`src/rtl/la_rrarb.sv`:
```
// la_rrarb: N-way round-robin arbiter with a registered one-hot grant.
// The winner keeps the grant while it requests; priority then rotates to the
// index after the last winner. Optional forced release after MAXHOLD cycles
// is compiled in with the macro LA_RRARB_TIMEOUT_EN (default: not defined).
//
// Handshake: req is level-sensitive and has no ready. A requester owns the
// resource in every cycle where its gnt bit is 1. It releases the grant by
// dropping req. gnt, gnt_vld, gnt_id and timeout all change only on a rising clk edge.
module la_rrarb #(
  parameter int N       = 4,
  parameter int MAXHOLD = 16,
  parameter     PROP    = "DEFAULT"
) (
  input  logic                 clk,
  input  logic                 rst,
  input  logic [N-1:0]         req,
  output logic [N-1:0]         gnt,
  output logic                 gnt_vld,
  output logic [$clog2(N)-1:0] gnt_id,
  output logic                 timeout,
  output logic                 dbg_state
);

  localparam int             IW   = $clog2(N);
  localparam logic [IW:0]    N_L  = (IW+1)'(N);
  localparam logic [IW-1:0]  N_M1 = IW'(N - 1);

  typedef enum logic {IDLE = 1'b0, GRANT = 1'b1} state_t;

  state_t         state_q, state_d;
  logic [N-1:0]   gnt_q, gnt_d;
  logic           vld_q, vld_d;
  logic [IW-1:0]  id_q, id_d;
  logic [IW-1:0]  ptr_q, ptr_d;
  logic           to_d;
  logic           do_grant;
  logic [IW-1:0]  win;
  logic [IW:0]    pick_all;

  // PROP is a pass-through tag; MAXHOLD only matters with the timeout build.
  logic unused_cfg;
  assign unused_cfg = (PROP == "DEFAULT") ^ (MAXHOLD > 1);

  // Returns {found, index} of the first set request searching from start
  // upward with wrap. The doubled vector turns the wrap into a plain shift.
  function automatic logic [IW:0] pick(input logic [N-1:0] r,
                                       input logic [IW-1:0] start);
    logic [2*N-1:0] dbl;
    logic [N-1:0]   rot;
    logic [IW-1:0]  off;
    logic [IW:0]    sum;
    dbl = {r, r} >> start;
    rot = dbl[N-1:0];
    off = '0;
    for (int i = N - 1; i >= 0; i--) begin
      if (rot[i]) off = IW'(i);
    end
    sum = {1'b0, start} + {1'b0, off};
    if (sum >= N_L) sum = sum - N_L;
    return {|r, sum[IW-1:0]};
  endfunction

  assign pick_all = pick(req, ptr_q);

`ifdef LA_RRARB_TIMEOUT_EN
  localparam int            HW        = $clog2(MAXHOLD);
  localparam logic [HW-1:0] HOLD_LAST = HW'(MAXHOLD - 1);
  logic [HW-1:0] hold_q, hold_d;
  logic          to_q;
  logic [IW:0]   pick_ex;
  // Competitors other than the current owner, used for forced release.
  assign pick_ex = pick(req & ~gnt_q, ptr_q);
`endif

  // Next-state and next-grant selection.
  always_comb begin
    state_d  = state_q;
    gnt_d    = gnt_q;
    id_d     = id_q;
    ptr_d    = ptr_q;
    to_d     = 1'b0;
    do_grant = 1'b0;
    win      = '0;
`ifdef LA_RRARB_TIMEOUT_EN
    hold_d   = hold_q;
`endif
    case (state_q)
      IDLE: begin
        if (pick_all[IW]) begin
          do_grant = 1'b1;
          win      = pick_all[IW-1:0];
        end
      end
      GRANT: begin
        if (req[id_q]) begin
`ifdef LA_RRARB_TIMEOUT_EN
          if (hold_q == HOLD_LAST) begin
            if (pick_ex[IW]) begin
              do_grant = 1'b1;
              win      = pick_ex[IW-1:0];
              to_d     = 1'b1;
            end else begin
              hold_d = '0;
            end
          end else begin
            hold_d = hold_q + 1'b1;
          end
`endif
        end else if (pick_all[IW]) begin
          // ptr already points at g+1, so this searches from g+1.
          do_grant = 1'b1;
          win      = pick_all[IW-1:0];
        end else begin
          state_d = IDLE;
          gnt_d   = '0;
          id_d    = '0;
        end
      end
      default: state_d = IDLE;
    endcase
    if (do_grant) begin
      state_d = GRANT;
      gnt_d   = N'(1) << win;
      id_d    = win;
      ptr_d   = (win == N_M1) ? '0 : win + 1'b1;
`ifdef LA_RRARB_TIMEOUT_EN
      hold_d  = '0;
`endif
    end
    vld_d = (state_d == GRANT);
  end

  // Registered state, grant and rotating priority pointer.
  always_ff @(posedge clk) begin
    if (rst) begin
      state_q <= IDLE;
      gnt_q   <= '0;
      vld_q   <= 1'b0;
      id_q    <= '0;
      ptr_q   <= '0;
    end else begin
      state_q <= state_d;
      gnt_q   <= gnt_d;
      vld_q   <= vld_d;
      id_q    <= id_d;
      ptr_q   <= ptr_d;
    end
  end

`ifdef LA_RRARB_TIMEOUT_EN
  // Hold counter and one-cycle forced-release pulse.
  always_ff @(posedge clk) begin
    if (rst) begin
      hold_q <= '0;
      to_q   <= 1'b0;
    end else begin
      hold_q <= hold_d;
      to_q   <= to_d;
    end
  end
  assign timeout = to_q;
`else
  logic unused_to;
  assign unused_to = to_d;
  assign timeout   = 1'b0;
`endif

  assign gnt       = gnt_q;
  assign gnt_vld   = vld_q;
  assign gnt_id    = id_q;
  assign dbg_state = state_q;

endmodule

```
`config.mk`:
```
export PLATFORM = sky130hd
export DESIGN_NAME = la_rrarb
export DESIGN_NICKNAME = d
export VERILOG_FILES = /design/src/rtl/la_rrarb.sv
export SDC_FILE = /design/constraint.sdc
export NUM_CORES = 1
export LEC_CHECK = 0
export CAP_MARGIN = 20
export CORE_MARGIN = 8
export CORE_UTILIZATION = 43
export CTS_BUF_LIST = sky130_fd_sc_hd__clkbuf_4
export CTS_CLUSTER_SIZE = 25
export DETAILED_ROUTE_END_ITERATION = 6
export HOLD_SLACK_MARGIN = 0.03
export MAX_ROUTING_LAYER = met4
export PLACE_DENSITY = 0.78
export SETUP_SLACK_MARGIN = 0.1
export SYNTH_ARGS = -nofsm -noshare
export SYNTH_HDL_FRONTEND = slang
export SYNTH_SLANG_ARGS = --single-unit
```
`constraint.sdc`:
```
create_clock -name clk -period 6.35 [get_ports clk]
set_input_delay 0.9525 -clock clk [delete_from_list [all_inputs] [get_ports clk]]
set_output_delay 0.9525 -clock clk [all_outputs]
set_load 0.01 [all_outputs]
```
# Yosys cells after proc, flatten, opt, wreduce, memory -nomap -nowiden
# Cells that the tools add are included.
dict set report word_totals {
  register_bits 9
  elab_cells 43
  input_bits 6
  output_inout_bits 9
}
dict set report classes {
  eq_ne 3
  n_bitwise 1
  add_sub_neg 3
  muxes 25
  n_reduce_logical 3
  magnitude_cmp 2
  shift 2
}
# op n
set op_table {}
lappend op_table {{$mux W2} 12}
lappend op_table {{$mux W4} 4}
lappend op_table {{$shr A8 B2 Y4} 1}
lappend op_table {{$mux W1} 6}
lappend op_table {{$ne A2 B2 Y1 const B} 2}
lappend op_table {{$pmux W2 S2} 1}
lappend op_table {{$reduce_or A4 Y1} 1}
lappend op_table {{$shl A1 B2 Y4 const A} 1}
lappend op_table {{$add A2 B2 Y3} 1}
lappend op_table {{$ge A3 B3 Y1 const B} 1}
lappend op_table {{$lt A2 B3 Y1 const B} 1}
lappend op_table {{$reduce_and A3 Y1} 1}
lappend op_table {{$add A2 B1 Y2 const B} 1}
lappend op_table {{$bmux W1 S2} 1}
lappend op_table {{$eq A2 B2 Y1 const B} 1}
lappend op_table {{$pmux W1 S2} 1}
lappend op_table {{$reduce_bool A2 Y1} 1}
lappend op_table {{$sub A2 B1 Y2 const B} 1}
lappend op_table {{$not A1 Y1} 1}

# Longest topological paths before layout
# Gate-level depths: netlist (run 1).
dict set report logic_depth {
  word_depth 13
  mapped_depth 10
  mapped_depth_nobuf 10
}

# Worst setup path after synthesis (run 1)
# OpenSTA, ideal clock, no wires.
dict set report synth_path {
  path_kind {input -> register}
  startpoint {in req[2]}
  endpoint {reg ptr_q[1]}
  slack_ps 3685
  required_time_ps 6222
  path_buffers 1
  setup_ps 128
  arrival_time_ps 2537
  stages 8
  cell_sequence {buf_6 -> or4_1 -> o2111ai_1 -> ha_1 -> and3_1 -> ha_1 -> mux2i_1 -> nor2_1}
}
dict set report synth_between {
  elab_chain_len 13
  elab_cells_between_ends 21
  classes_between {3 x add/sub; 1 x order compare; 1 x eq/ne; 1 x shift; 14 x mux; 1 x reduce/logical}
}
# item line_no
set synth_rtl {}
lappend synth_rtl {{from (decl)} 16} ;# input logic [N-1:0] req,
lappend synth_rtl {{$shr A8 B2 Y4} 52} ;# dbl = {r, r} >> start;
lappend synth_rtl {{$mux W2 (4 in series)} 56} ;# if (rot[i]) off = IW'(i);
lappend synth_rtl {{$add A2 B2 Y3} 58} ;# sum = {1'b0, start} + {1'b0, off};
lappend synth_rtl {{$ge A3 B3 Y1 / $sub A2 B1 Y2 (equally long branches)} 59} ;# if (sum >= N_L) sum = sum - N_L;
lappend synth_rtl {{$mux W2} 59}
lappend synth_rtl {{$mux W2} {89, 109}}
lappend synth_rtl {{$mux W2} 95} ;# if (req[id_q]) begin
lappend synth_rtl {{$pmux W2 S2} 87} ;# case (state_q)
lappend synth_rtl {{$add A2 B1 Y2 / $eq A2 B2 Y1 (equally long branches)} 125} ;# ptr_d = (win == N_M1) ? '0 : win + 1'b1;
lappend synth_rtl {{$mux W2} 125}
lappend synth_rtl {{to (signal assigned)} 146} ;# ptr_q <= ptr_d;
lappend synth_rtl {{to (decl)} 34} ;# logic [IW-1:0] ptr_q, ptr_d;
# Several ways; a longest one is shown, not always the timed one. The select of a mux whose other input is x is not followed.
# A chain may end at the register's enable or synchronous reset.

# Worst setup path after layout (run 1)
dict set report layout_path {
  startpoint {in req[3]}
  endpoint {reg ptr_q[1]}
}
# The elaborated chain is that of the path after synthesis.

==> results of run 1 <==
==> area by class of cell <==
type	instances	area (um^2)
clock buffers	4	30.0
fillers	143	702
inverters	2	7.51
multi-input cells	60	437
flip-flops and latches	9	180
well taps	16	20.0
repair buffers	13	130
==> power groups by stage <==
stage | clock network (W) | registers [W] | logic [W]
final | 0.0000473 | 0.0000970 | 0.000157
after global routing | 0.0000518 | 0.000102 | 0.000179
after CTS | 0.0000490 | 0.0000972 | 0.000160
after detailed placement | 0 | 0.0000984 | 0.000158
after global placement | 0 | 0.0000979 | 0.000156
after floorplan | 0 | 0.0000963 | 0.000117
==> synth_stat cells (all sizes together) <==
cell     number  share of area [%]
a31oi         1               0.90
mux2i         3                4.3
ha            5                9.0
o21ai         2                2.0
conb          1               0.54
a32oi         1                2.4
clkbuf        2                1.1
o2111ai       1                1.3
o22a          1                1.4
nand2         1               0.54
o21ba         1                1.4
nor3          3                2.2
and2          1                1.3
nor2         14                8.0
o32a          1                1.4
a21oi         2                1.4
nor2b         2                1.8
a22oi         4                4.3
nand3         2                1.4
nand2b        3                3.8
and3b         1                1.3
o21bai        1                1.1
o221ai        2                3.4
inv           2                1.1
and3          1               0.90
nor3b         2                2.2
buf           6                8.7
or4           1                1.1
or2           1                1.3
dfxtp         9                 26
xor2          1                1.3
o211ai        1                1.1
==> worst min-delay path: cells and delay by family (launching register included) <==
| kind | cells | cell delay [ns] |
|---|---|---|
| DFF | 1 | 0.32 |
| and+or+nand+nor | 1 | 0.08 |
| AOI/OAI and AO/OA | 1 | 0.06 |
==> sequential cells by signal, summed over array words and instances, names as in the netlist <==
register	cells
ptr_q	2
gnt	4
gnt_id	2
gnt_vld	1
==> cell families after synthesis <==
| logic type | synth area share, % |
|---|---|
| AOI/OAI and AO/OA | 22.2 |
| xor gates and xnor gates | 1.27 |
| adders and majority gates | 9.04 |
| buffers and inverters | 10.8 |
| DFF | 26.0 |
| muxes | 4.34 |
| other | 0.542 |
| and+or+nand+nor | 25.7 |
==> metrics by stage <==
stage | total power, W | utilization [%] | cells | hold WS [ns] | instance area [um^2]
after floorplan | 0.000213 | - | 79 | 0.534 | 692
final | 0.000302 | 53.4 | 104 | 0.501 | 805
after CTS | 0.000306 | 53.4 | 104 | 0.516 | 805
after detailed placement | 0.000256 | 51.4 | 100 | 0.498 | 774
after global placement | 0.000254 | 51.4 | 100 | 0.486 | 774
after global routing | 0.000332 | 53.4 | 104 | 0.536 | 805
==> worst max-delay path by stage <==
| stage | from | cells past startpoint | end | slack (ns) |
|---|---|---|---|---|
| after floorplan | req[2] | 8 | ptr_q[1]$_SDFFE_PP0P_ | 3.69 |
| after CTS | req[3] | 9 | ptr_q[1]$_SDFFE_PP0P_ | 3.31 |
| after global placement | req[3] | 9 | ptr_q[1]$_SDFFE_PP0P_ | 3.08 |
| after detailed placement | req[3] | 9 | ptr_q[1]$_SDFFE_PP0P_ | 3.04 |
| after global routing | req[3] | 10 | ptr_q[1]$_SDFFE_PP0P_ | 3.12 |
| final | req[3] | 9 | ptr_q[1]$_SDFFE_PP0P_ | 3.29 |
==> metal layers <==
layer	up-vias	share of wire [%]
li1	296	-
met1	271	45
met2	10	49
met3	2	3.9
met4	0	1.8
met5	-	0
==> reports/qor.txt, run 1 <==
row count - 14
Leak Pwr - 0.326 nW
Reg2Reg Setup Slack - 4.20 ns
Num CTS Buffers - 3
vias in the first global route - 532
Power Dens Cells - 375 mW/mm^2
Die H - 56.1 um
Largest stage delay, worst path - 0.66 ns
ratio of final minimum period to clock period - 48.2%
most frequent cells in the layout - 13 x nor2_1, 13 x clkdlybuf4s50_1, 9 x dfxtp_1
dpl hpwl - 1050 um
total nets after synthesis - 90
post-synthesis sequential area ratio - 26.0%
final hold violation count - 0
CP delay by family, top - simple AND/OR/NAND/NOR gates
layout cells sized above 1 - 14.8%
outcome - complete, no violations
Total Routed Length - 1340 um
Area Overhead vs Synth - 16.3%
hold buffers post-CTS - 0
Antenna diodes - 0
Comb power frac - 52.1%
Ports - 15
clock root buffer master - clkbuf_4
hold path depth - 2
number of setup buffers added after CTS - 0
critical setup path kind - input pin to flip-flop
Worst-path clk slew - 0.05 ns
core footprint - 0.00151 mm^2
CTS Buffer Depth - 2
crit path time final - 3.06 ns
startpoint types - input pin
P_sw - 0.000115 W
DR vias/cell - 5.57
cell count after synthesis - 79
TritonCTS clock tree - built
WHS Endpoint - gnt[2]$_SDFFE_PP0P_
Int Pwr - 0.000187 W
HP Class - flip-flop to flip-flop
Post-CTS Resized - 0
Arr. time, crit path - 3.19 ns
average size of a mapped cell - 8.76 um^2
Worst Hold Launch - gnt[2]$_SDFFE_PP0P_
f_max - 327 MHz
Worst Skew - 0.00920 ns
pre-CTS setup slack - 3.04 ns
port buffer count - 13
nets - 100
initial antenna violation count - 0
Global Route Usage Sum - 9.23%
clock tree sinks - 9
first-pass GRT wire length - 2380 um
Worst R2R End - ptr_q[1]$_SDFFE_PP0P_
Slew Limit Fails - 0
DR pass1 iterations - 4
Starting Density - 45.9%
synth unique cells - 38
Max Cap Viol - 0
worst path cell trace - clkdlybuf4s50_1 -> nor2_1 -> or4_1 -> o2111ai_1 -> ha_1 -> and3_1 -> ha_1 -> mux2i_1 -> nor2_1
slowest cell on the critical path - clkdlybuf4s50_1
VDD IR max - 158 uV
Avg WL per Cell - 12.9 um
critical register-to-register path startpoint - ptr_q[0]$_SDFFE_PP0P_
worst-path maximum fanout - 9
FF+latch count, synth - 9
Yosys warning count - 0
routing usage on met1 - 10.1%
final worst slack - 3.29 ns
# DRC - 0
worst skew pair latency - 0.26 ns
total die area - 0.00315 mm^2
RSZ-0062 raised after global routing - false
share of power burned in registers - 32.2%
largest net degree at the start of global routing - 12
CP required - 6.48 ns
grt met3 use - 3.20%
Top Usage Layer GRT - met2
Buffers & Inverters on Critical Path - 1
CP Capture Type - flip-flop
H-Tree Depth - 1
final antenna-violating net count - 0
Net Sw Frac - 38.1%
DR iter-0 viols - 8
Synth Cell Area - 692 um^2
clock power share - 15.7%
met2 GRT Util - 14.7%
die outline width - 56.1 um
Finish-stage setup viols - 0
final setup TNS - 0 ns
final RePlAce weighted congestion - 0.754
Reg2Reg Depth - 7
Overflow after GRT - 0
DR vias - 579
Power figures use the tool's default switching activity.
==> run 2: changes to the inputs <==
--- a/config.mk
+++ b/config.mk
@@ -13,7 +13,7 @@
 export DETAILED_ROUTE_END_ITERATION = 6
 export HOLD_SLACK_MARGIN = 0.03
 export MAX_ROUTING_LAYER = met4
-export PLACE_DENSITY = 0.78
+export PLACE_DENSITY = 0.81
 export SETUP_SLACK_MARGIN = 0.1
 export SYNTH_ARGS = -nofsm -noshare
 export SYNTH_HDL_FRONTEND = slang
==> constraint.sdc (replaced) <==
create_clock -name clk -period 2.55 [get_ports clk]
set_input_delay 0.3825 -clock clk [delete_from_list [all_inputs] [get_ports clk]]
set_output_delay 0.3825 -clock clk [all_outputs]
set_load 0.01 [all_outputs]
==> reports/qor.txt, run 2 (synthesis gave the netlist of run 1 again) <==
outcome - complete, no violations
most frequent cells in the layout - 13 x nor2_1, 13 x clkdlybuf4s50_1, 9 x dfxtp_1
Ports - 15
row count - 14
DR iter-0 viols - 25
hold path depth - 2
critical register-to-register path startpoint - ptr_q[0]$_SDFFE_PP0P_
TritonCTS clock tree - built
hold buffers post-CTS - 0
Total Routed Length - 1400 um
die outline width - 56.1 um
design area - 857 um^2
Worst Skew - 0.00220 ns
first-pass GRT wire length - 2400 um
Leak Pwr - 0.360 nW
largest net degree at the start of global routing - 12
CTS Buffer Depth - 2
Hold WS - 0.494 ns
ratio of final minimum period to clock period - 90.2%
worst-path maximum fanout - 4
startpoint types - input pin
crit path time final - 2.30 ns
Largest register FFs - 4
DR pass1 iterations - 4
Die H - 56.1 um
port buffer count - 13
final RePlAce weighted congestion - 0.777
final antenna-violating net count - 0
nets - 107
Overflow after GRT - 0
RSZ-0062 raised after global routing - false
H-Tree Depth - 1
Worst-path clk slew - 0.05 ns
number of setup buffers added after CTS - 0
# DRC - 0
total die area - 0.00315 mm^2
f_max - 435 MHz
initial antenna violation count - 0
Power Dens Cells - 929 mW/mm^2
VDD IR max - 519 uV
core footprint - 0.00151 mm^2
HP Class - flip-flop to flip-flop
Max Cap Viol - 0
Layout fillers - 131
DP Area - 827 um^2
pre-CTS setup slack - -0.00827 ns
dpl hpwl - 1120 um
Reg2Reg Setup Slack - 0.40 ns
Global Route Usage Sum - 9.26%
Area Overhead vs Synth - 23.9%
non-filler cells, final - 111
Arr. time, crit path - 2.43 ns
DR vias - 607
Worst Hold Launch - gnt[2]$_SDFFE_PP0P_
worst skew pair latency - 0.25 ns
Antenna diodes - 0
Cells after DPL - 107
final hold violation count - 0
Num CTS Buffers - 3
final worst slack - 0.249 ns
Slew Limit Fails - 0
vias in the first global route - 557
clock tree sinks - 9
Worst R2R End - ptr_q[1]$_SDFFE_PP0P_
clock root buffer master - clkbuf_4
CP Capture Type - flip-flop
DR vias/cell - 5.47
WHS Endpoint - gnt[2]$_SDFFE_PP0P_
Reg2Reg Depth - 8
layout cells sized above 1 - 21.1%
Starting Density - 45.9%
critical setup path kind - input pin to flip-flop
CP required - 2.68 ns
Finish-stage setup viols - 0
final core utilization - 56.9%
Post-CTS Resized - 0
Avg WL per Cell - 12.6 um
run 2: how the worst max path moves through the flow:
stage                                      from                    end  slack [ns]  cells after the start
after floorplan           ptr_q[0]$_SDFFE_PP0P_  ptr_q[1]$_SDFFE_PP0P_        0.43                      8
after global placement                   req[3]  ptr_q[1]$_SDFFE_PP0P_        0.04                     10
after detailed placement                 req[3]  ptr_q[1]$_SDFFE_PP0P_      -0.008                     10
after CTS                                req[3]  ptr_q[1]$_SDFFE_PP0P_        0.26                     10
after global routing                     req[3]    gnt[2]$_SDFFE_PP0P_        0.11                     10
final                                    req[3]  ptr_q[1]$_SDFFE_PP0P_        0.25                     10
run 2: layout make-up:
| class | instances | area, um^2 | area share (%) |
|---|---|---|---|
| Multi-Input combinational cell | 60 | 437 | 50.9 |
| Timing Repair Buffer | 20 | 183 | 21.3 |
| Clock buffer | 4 | 30.0 | 3.50 |
| Sequential cell | 9 | 180 | 21.0 |
| Inverter | 2 | 7.51 | 0.876 |
| Tap cell | 16 | 20.0 | 2.34 |
run 2: worst max-delay path, stage by stage:
cell and delay [ns]:
clkdlybuf4s50_1 0.51, nor2_1 0.07, or4_1 0.40, o2111ai_1 0.11, ha_1 0.21, xor2_1 0.19, nor2b_1 0.10, ha_1 0.27
mux2i_1 0.13, nor2_1 0.05
run 2: metrics by stage:
stage,setup TNS [ns],total power (W)
5_1_grt,0,0.000870
2_1_floorplan,0,0.000530
6_report,0,0.000796
4_1_cts,0,0.000805
3_5_place_dp,-0.00827,0.000685
3_3_place_gp,0,0.000667
run 2: per-layer routing:
layer	GRT usage (%)	up-vias	wire, um
li1	-	313	-
met1	9.64	276	592
met2	15.2	14	706
met3	3.42	4	67
met4	4.12	0	34
met5	-	-	0
run 2: where the power goes:
part	switching [W]	internal (W)	leakage, nW
sequential	0.0000554	0.000188	0.0742
combinational	0.000200	0.000236	0.268
clock	0.0000454	0.0000706	0.0184
==> run 3: changes to the inputs <==
--- a/config.mk
+++ b/config.mk
@@ -6,14 +6,14 @@
 export NUM_CORES = 1
 export LEC_CHECK = 0
 export CAP_MARGIN = 20
-export CORE_MARGIN = 8
-export CORE_UTILIZATION = 43
+export CORE_MARGIN = 5
+export CORE_UTILIZATION = 35
 export CTS_BUF_LIST = sky130_fd_sc_hd__clkbuf_4
 export CTS_CLUSTER_SIZE = 25
 export DETAILED_ROUTE_END_ITERATION = 6
 export HOLD_SLACK_MARGIN = 0.03
 export MAX_ROUTING_LAYER = met4
-export PLACE_DENSITY = 0.81
+export PLACE_DENSITY = 0.7
 export SETUP_SLACK_MARGIN = 0.1
 export SYNTH_ARGS = -nofsm -noshare
 export SYNTH_HDL_FRONTEND = slang
==> reports/qor.txt, run 3 (synthesis gave the netlist of run 1 again) <==
outcome - complete, no violations
layout cells sized above 1 - 25.5%
nets - 110
Arr. time, crit path - 2.47 ns
final antenna-violating net count - 0
Max Cap Viol - 0
largest net degree at the start of global routing - 12
dpl hpwl - 1050 um
clock root buffer master - clkbuf_4
Finish-stage setup viols - 0
DR iter-0 viols - 5
CP Capture Type - flip-flop
Largest stage delay, worst path - 0.53 ns
final setup TNS - 0 ns
Num CTS Buffers - 3
Buffers & Inverters on Critical Path - 1
Avg WL per Cell - 10.5 um
Int Pwr - 0.000513 W
Worst R2R End - ptr_q[1]$_SDFFE_PP0P_
P_sw - 0.000298 W
worst skew pair latency - 0.26 ns
worst-path maximum fanout - 5
Overflow after GRT - 0
Reg2Reg Setup Slack - 0.37 ns
crit path time final - 2.34 ns
Worst Hold Launch - gnt[3]$_SDFFE_PP0P_
VDD IR max - 383 uV
Worst-path clk slew - 0.06 ns
WHS Endpoint - gnt[3]$_SDFFE_PP0P_
Worst Skew - 0.00189 ns
Net Sw Frac - 36.8%
final hold violation count - 0
port buffer count - 13
Comb power frac - 55.5%
Starting Density - 36.0%
f_max - 428 MHz
number of setup buffers added after CTS - 0
CTS Buffer Depth - 2
critical setup path kind - input pin to flip-flop
core footprint - 0.00192 mm^2
met2 GRT Util - 17.9%
H-Tree Depth - 1
critical register-to-register path startpoint - ptr_q[0]$_SDFFE_PP0P_
total die area - 0.00297 mm^2
clock power share - 14.6%
initial antenna violation count - 0
Reg2Reg Depth - 7
grt met3 use - 3.27%
Leak Pwr - 0.386 nW
final worst slack - 0.212 ns
DR vias/cell - 4.87
row count - 16
vias in the first global route - 573
RSZ-0062 raised after global routing - false
most common cell after layout, fill and taps aside - nor2_1
share of power burned in registers - 29.9%
CP required - 2.68 ns
most frequent cells in the layout - 13 x nor2_1, 12 x clkdlybuf4s50_1, 10 x buf_4
TritonCTS clock tree - built
Global Route Usage Sum - 10.7%
Total Routed Length - 1310 um
Power Dens Cells - 900 mW/mm^2
die outline width - 54.5 um
HP Class - flip-flop to flip-flop
final RePlAce weighted congestion - 0.763
first-pass GRT wire length - 2270 um
routing usage on met1 - 11.6%
Slew Limit Fails - 0
startpoint types - input pin
clock tree sinks - 9
pre-CTS setup slack - -0.0775 ns
Area Overhead vs Synth - 30.4%
Layout fillers - 195
Die H - 54.5 um
DR vias - 609
ratio of final minimum period to clock period - 91.7%
hold path depth - 2
# DRC - 0
CP delay by family, top - simple AND/OR/NAND/NOR gates
Ports - 15
Antenna diodes - 0
DR pass1 iterations - 4
slowest cell on the critical path - clkdlybuf4s50_1
Top Usage Layer GRT - met2
worst path cell trace - clkdlybuf4s50_1 -> nor2_1 -> or4_1 -> o2111ai_1 -> ha_1 -> and3_2 -> ha_1 -> mux2i_1 -> nor2_1
Largest register FFs - 4
==> run 3: cell count changes in the layout (fill, tap and decap cells not counted) <==
| cell | before | now |
|---|---|---|
| and3_1 | 1 | 0 |
| and3_2 | 0 | 1 |
| buf_4 | 7 | 10 |
| clkdlybuf4s50_1 | 13 | 12 |
| dlymetal6s2s_1 | 0 | 1 |
| nor3b_1 | 2 | 1 |
| nor3b_2 | 0 | 1 |
==> run 3: how the worst max path moves through the flow <==
stage | start | to | slack (ns) | cells after the start
2_1_floorplan | ptr_q[0]$_SDFFE_PP0P_ | ptr_q[1]$_SDFFE_PP0P_ | 0.43 | 8
3_3_place_gp | req[1] | ptr_q[1]$_SDFFE_PP0P_ | -0.02 | 9
3_5_place_dp | req[1] | ptr_q[1]$_SDFFE_PP0P_ | -0.08 | 9
4_1_cts | req[1] | ptr_q[1]$_SDFFE_PP0P_ | 0.20 | 9
5_1_grt | req[0] | ptr_q[1]$_SDFFE_PP0P_ | 0.14 | 9
6_report | req[1] | ptr_q[1]$_SDFFE_PP0P_ | 0.21 | 9
==> run 3: final cells by class <==
class	count	area (um^2)	share of cell area [%]
Clock buffer	4	30.0	3.33
Inverter	2	7.51	0.832
Multi-Input combinational cell	60	443	49.1
Sequential cell	9	180	20.0
Tap cell	27	33.8	3.74
Timing Repair Buffer	23	208	23.0
==> run 3: worst register-to-register path, stage by stage (launching register included) <==
cell and delay [ns]:
dfxtp_1 0.41, or4_1 0.56, o2111ai_1 0.12, ha_1 0.26
and3_2 0.22, ha_1 0.30, mux2i_1 0.14, nor2_1 0.05
==> run 3: routing by layer <==
| layer | routed length [um] | vias up |
|---|---|---|
| met5 | 0 | - |
| met4 | 30 | 0 |
| met3 | 48 | 5 |
| met2 | 632 | 10 |
| met1 | 602 | 276 |
| li1 | - | 318 |
==> run 3: stage by stage <==
stage                     utilization [%]  total power [W]  hold slack (ns)  cell area (um^2)  cells
final                                46.9         0.000812            0.497               902    125
after global placement               44.9         0.000687            0.488               863    121
after detailed placement             44.9         0.000696            0.488               863    121
after global routing                 46.9         0.000892            0.562               902    125
after CTS                            46.5         0.000819            0.511               893    125
after floorplan                         -         0.000530            0.534               692     79
==> run 3: power groups by stage <==
stage               Clock, W  Combinational (W)  Sequential [W]
global route        0.000133           0.000507        0.000252
detailed placement         0           0.000451        0.000245
finish              0.000118           0.000450        0.000243
CTS                 0.000124           0.000453        0.000242
floorplan                  0           0.000290        0.000240
global placement           0           0.000443        0.000244
==> run 3: what timing repair did <==
action                                  in CTS  in global routing
endpoints found under the setup margin       0                  3
resized for setup                            0                  3
hold buffers                                 0                  0
